File: config.mk
export PLATFORM = sky130hd
export DESIGN_NAME = pc_sequencer
export DESIGN_NICKNAME = d
export VERILOG_FILES = /design/src/rtl/pc_sequencer.sv
export SDC_FILE = /design/constraint.sdc
export NUM_CORES = 1
export LEC_CHECK = 0
export CORE_MARGIN = 10
export CORE_UTILIZATION = 30
export DETAILED_ROUTE_END_ITERATION = 7
export GPL_ROUTABILITY_DRIVEN = 0
export GPL_TIMING_DRIVEN = 0
export PLACE_DENSITY = 0.58
export SETUP_SLACK_MARGIN = 0.02
export SLEW_MARGIN = 20
export SYNTH_ARGS = -nofsm -noshare
export SYNTH_HDL_FRONTEND = slang
export SYNTH_SLANG_ARGS = --single-unit
File: constraint.sdc
create_clock -name clk -period 4.8 [get_ports clk]
set_input_delay 1.44 -clock clk [delete_from_list [all_inputs] [get_ports clk]]
set_output_delay 1.44 -clock clk [all_outputs]
set_load 0.1 [all_outputs]
File: src/rtl/pc_sequencer.sv
// Program counter plus IF/ID latch: drives the fetch address, captures the returned
// instruction, and handles stall, branch flush, halt and a saturating fetch counter.
module pc_sequencer #(
    parameter int unsigned     PC_W     = 8,
    parameter int unsigned     INS_W    = 32,
    parameter logic [PC_W-1:0] RESET_PC = '0,
    parameter logic [INS_W-1:0] NOP     = '0,
    parameter int unsigned     CNT_W    = 16
) (
    input  logic             clk,
    input  logic             rst,
    output logic [PC_W-1:0]  pc,
    input  logic [INS_W-1:0] ins_in,
    input  logic             stall,
    input  logic             br_taken,
    input  logic [PC_W-1:0]  br_target,
    input  logic             halt,
    output logic [INS_W-1:0] if_ins,
    output logic [PC_W-1:0]  if_pc,
    output logic             if_valid,
    output logic             halted,
    output logic [CNT_W-1:0] fetch_count
);

    typedef enum logic [1:0] {
        BOOT = 2'd0,
        RUN  = 2'd1,
        HALT = 2'd2
    } state_t;

    state_t state;

    // NOTE: all state lives in one clocked block with non-blocking assignments, so
    // every output is a register and the order of statements below cannot race.
    always_ff @(posedge clk or posedge rst) begin
        if (rst) begin
            state       <= BOOT;
            pc          <= RESET_PC;
            if_ins      <= NOP;
            if_pc       <= '0;
            if_valid    <= 1'b0;
            halted      <= 1'b0;
            fetch_count <= '0;
        end else begin
            unique case (state)
                // One settling cycle for the fetch memory at RESET_PC; stall is ignored here.
                BOOT: begin
                    if (halt) begin
                        state    <= HALT;
                        halted   <= 1'b1;
                        if_valid <= 1'b0;
                        if_ins   <= NOP;
                    end else begin
                        state <= RUN;
                        if (br_taken) begin
                            pc       <= br_target;
                            if_valid <= 1'b0;
                            if_ins   <= NOP;
                        end
                    end
                end

                RUN: begin
                    if (halt) begin
                        state    <= HALT;
                        halted   <= 1'b1;
                        if_valid <= 1'b0;
                        if_ins   <= NOP;
                    end else if (br_taken) begin
                        // Flush wins over stall; the target is always reloaded, even if equal to pc.
                        pc       <= br_target;
                        if_valid <= 1'b0;
                        if_ins   <= NOP;
                    end else if (!stall) begin
                        if_ins   <= ins_in;
                        if_pc    <= pc;
                        if_valid <= 1'b1;
                        pc       <= pc + 1'b1;
                        if (fetch_count != '1) begin
                            fetch_count <= fetch_count + 1'b1;
                        end
                    end
                end

                HALT: begin
                    // Terminal: outputs stay frozen until reset.
                end

                default: begin
                    state    <= HALT;
                    halted   <= 1'b1;
                    if_valid <= 1'b0;
                    if_ins   <= NOP;
                end
            endcase
        end
    end

endmodule

# Word level (Yosys, flattened, before mapping)
# Cells that the tools add are included.
# word_totals
ff_bits,68
output_inout_bits,66
# classes
add_sub_neg,2
n_eq_ne,11
mux,23
bitwise_logic,4
n_reduce_logical,9
# ops
cell,n
32-bit 2-to-1 mux,5
32-bit case mux with 3 select lines,1
8-bit 2-to-1 mux,5
"16-bit by 1-bit adder with 16-bit output, second input constant",1
"16-bit != test, second input constant",1
8-bit case mux with 2 select lines,1
5-bit AND reduction,2
"8-bit by 1-bit adder with 8-bit output, second input constant",1
"2-bit != test, second input constant",4
1-bit 2-to-1 mux,6
"3-bit != test, second input constant",2
2-bit case mux with 3 select lines,1
2-bit 2-to-1 mux,2
"4-bit != test, second input constant",1
1-bit inverter,4
2-bit AND reduction,2
4-bit AND reduction,1
1-bit case mux with 3 select lines,1
3-bit AND reduction,1
"2-bit by 1-bit equality test with 1-bit output, second input constant",1
"2-bit equality test, second input constant",1
2-bit logical NOT,1
"2-bit by 1-bit != test with 1-bit output, second input constant",1
1-bit case mux with 2 select lines,1
2 further kinds,2

# Logic depth before layout (Yosys ltp)
# Gate-level depths: netlist of run 1.
# depth
word_depth,5
mapped_depth,6

# Worst setup path after synthesis of run 1
# No wires, ideal clock.
# synth_timing
path_type,input port to flip-flop
startpoint,input port halt
endpoint,register fetch_count[15]
setup_ns,0.128
arrival_time_ns,2.855
required_ns,4.672
slack_ns,1.817
path_stages,4
path_cell_list,or4b_4 nor4_4 nand4_1 mux2_1
# synth_via
elab_chain_len,2
# synth_lines
element,line_no,text
start: declaration,17,"input logic halt,"
1-bit inverter (no line),-,
5-bit AND reduction (no line),-,
end signal: assignment,80,fetch_count <= fetch_count + 1'b1;
end: declaration,22,output logic [CNT_W-1:0] fetch_count
# No other way between the ends.
# A chain may end at the register's enable or synchronous reset.

# Worst setup path after layout of run 1
# layout_timing
startpoint,register pc[2]
endpoint,output port pc[2]
# layout_rtl
element,line_no,text
start: declaration,12,"output logic [PC_W-1:0] pc,"
start signal: assignment,56,pc <= br_target;
start signal: assignment,71,pc <= br_target;
start signal: assignment,78,pc <= pc + 1'b1;
# No word-level cell between the ends.

==> results of run 1 <==
==> cell type report <==
class	instances	area, um2
flip-flops and latches	68	1700
clock inverters	6	111
inverters	2	10.0
repair buffers	111	1130
plain buffers	13	55.1
multi-input cells	152	1110
well taps	129	161
clock buffers	10	138
fillers	876	4870
==> metal layers <==
metal	vias to the layer above	part of all wire, %
met5	-	0
met4	0	1.2
met3	8	8.7
met2	77	45
met1	1149	45
li1	1128	-
==> logic make-up (layout without fill, tap and decap cells) <==
kind of cell	Yosys count	in the layout
flops	68	68
compound gates	67	67
simple gates	60	60
buf+inv	15	142
xor+xnor	12	12
mux	11	11
fa+ha+maj	2	2
==> cell usage in the layout, fill, tap and decap left out, types with 5 or more instances in the layout <==
| cell type | instances |
|---|---|
| buf_2 | 5 |
| dfrtp_1 | 68 |
| nand2_1 | 11 |
| a21oi_1 | 10 |
| xnor2_1 | 11 |
| clkbuf_1 | 8 |
| clkdlybuf4s50_1 | 110 |
| mux2_2 | 8 |
| nand4_1 | 7 |
| and3_1 | 7 |
| o21ai_0 | 11 |
| clkbuf_8 | 10 |
| a22o_1 | 32 |
| nand3_1 | 16 |
==> flip-flops by register name (all words and copies together), names as in the netlist <==
name and count:
pc 8, if_pc 8, halted 1, state 2, if_ins 32, if_valid 1, fetch_count 16
==> path summary, 6_finish.rpt <==
path | slack (ns) | to
worst max-delay path | 1.31 | pc[2]
worst min-delay path | 0.46 | halted
worst max register to register | 2.64 | if_pc[5]
worst min register to register | 0.46 | halted
max in group asynchronous | 2.83 | if_pc[1]
min in group asynchronous | 1.43 | if_ins[15]
==> metrics by stage <==
step	area [um2]	setup slack [ns]	total power, mW	cells	hold slack (ns)
3_3_place_gp	4130	0.314	0.798	474	0.442
6_report	4410	1.31	1.38	491	0.461
5_1_grt	4410	1.23	1.43	491	0.474
4_1_cts	4410	1.28	1.40	491	0.462
2_1_floorplan	2870	1.65	0.723	235	0.548
3_5_place_dp	4160	0.944	0.802	475	0.445
==> power groups by stage <==
stage / Clock [mW] / Combinational [mW] / Sequential, mW
6_report: 0.587 / 0.188 / 0.602
2_1_floorplan: 0 / 0.0233 / 0.699
4_1_cts: 0.607 / 0.190 / 0.602
3_5_place_dp: 0 / 0.189 / 0.613
3_3_place_gp: 0 / 0.186 / 0.612
5_1_grt: 0.629 / 0.197 / 0.605
==> results.ini, run 1 <==
[global_routing]
grt_util_all_layers_pct = 12.0
overflow = 0
met1_usage_pct = 14.5
grtUsageMet2_pct = 18.5
grt_pass1_vias = 2526
grt_pass1_wl_um = 13600
grt_start_max_net_pins = 43
antenna_found_initial = 0
busiest_layer = met2
use_met3_pct = 5.85

[setup_path]
r2r_start = state[1]
critPathCaptureType = primary output
reg2regPathDepth = 4
cp_max_fo = 9
crit_required_ns = 3.36
cpMaxStageDelayCell = clkdlybuf4s50_1
crit_cells = 1
crit_start = pc[2]
crit_path_start_kind = flop
critical_path_arrival_ns = 2.05
path_cells = clkdlybuf4s50_1
worstSetupPathType = reg2out
crit_buf_inv = 1
crit_family = buffers and inverters
critPathMaxStageDelay_ns = 1.20

[yosys]
yosysTopAreaCell = dfrtp_1
yosysWarnings = 0
synth_mux_area_share_pct = 4.27
synth_area_um2 = 2870
synth_xor_xnor_area_share_pct = 3.66
synth_top_area_share_pct = 59.3
postSynthAreaPerCell_um2 = 12.2
yosys.area_share.simple_pct = 12.5
synth.top_cells.by_count = dfrtp_1 (68), a22o_1 (32), nand3_1 (16)
async_reset_ff_share_pct = 100
synthTopCellsByArea = dfrtp_1 (59%), a22o_1 (9.8%), xnor2_1 (3.4%), mux2_2 (3.1%), nand3_1 (2.8%)
synth_edf_count = 0
synth_top_family_by_area = compound AO/OA/AOI/OAI gates
synth_flop_cell = dfrtp_1
synth_nets = 282
synth_cell_type_count = 37
synthAdderAreaFrac_pct = 0.872
synthCells = 235
yosysMostFrequentCell = dfrtp_1
yosysSeqAreaShare_pct = 59.3
ys_seq_elements = 68
synth_compound_area_share_pct = 17.3

[floorplanning]
dieHeight_um = 118
die_area_um2 = 13900
die_w_um = 118
ios = 111
initial_core_util_pct = 30.9
fp-row-count = 35
core_area_um2 = 9280

[min_path]
worst_hold_path_type = reg2reg
min_from = halted
min_path_cells = 1

[sta]
rsz0062_at_grt = false
fmax_mhz = 286
setup_viol = 0
timing.final.crit_share_pct = 72.7
slew_headroom_pct = 31.1
hold_viol = 0
skew_ns = 0.00650
final_max_slew_viol_count = 0
tightest_slew_ns = 1.03
min_period_ns = 3.49
tns_ns = 0

[clock_tree]
cts.sinks = 68
cts_tree = done
cts_buffers = 9
cts_resized = 0
root_buffer = clkbuf_8
worst_skew_pair.late_latency_ns = 0.34
cts_max_path_buffers = 2
hold_buffers = 0
clk_pin_slew_ns = 0.07
postCtsSetupRepairBufs = 0
htreeDepth = 3

[layout]
antenna_cells = 0
layout.nets = 404
utilization_pct = 47.5
area_growth_pct = 53.7
drive_gt1_share_pct = 9.67

[power]
pwr-share-seq_pct = 43.7
internal_power_mw = 1.01
power.switching_uw = 369
peakVddDrop_mv = 0.169
p_leak_nw = 1.91
combPwrFrac_pct = 13.6
switching_share_pct = 26.8
power_density_nw_per_um2 = 312
clkPwrFrac_pct = 42.6

[routing]
drt-wirelength-per-cell_um = 17.1
drtIter0Drc = 124
drc_errors = 0
routed_wl_um = 8400
drtAntennaViolNets = 0
vias = 2362
drt-pass1-iter-count = 4
routed_via_density = 4.81

[place]
portBuffers = 110
hpwl_um = 6190

[job]
drv_cap = 0

[status]
status = finished, final reports clean

Power figures use the tool's default switching activity.
==> run 2, diff against run 1 <==
==> constraint.sdc (replaced) <==
create_clock -name clk -period 3.4 [get_ports clk]
set_input_delay 1.02 -clock clk [delete_from_list [all_inputs] [get_ports clk]]
set_output_delay 1.02 -clock clk [all_outputs]
set_load 0.1 [all_outputs]
==> results of run 2 <==
The final DEF is identical to that of run 1. Status: finished, final reports clean.
Main changes from that run: setup slack after placement 0.944 ns -> -0.0358 ns; setup slack after layout 1.31 ns -> 0.328 ns; register-to-register setup slack 2.64 ns -> 1.24 ns; total power 1.38 mW -> 1.94 mW; worst IR drop on VDD 0.169 mV -> 0.239 mV
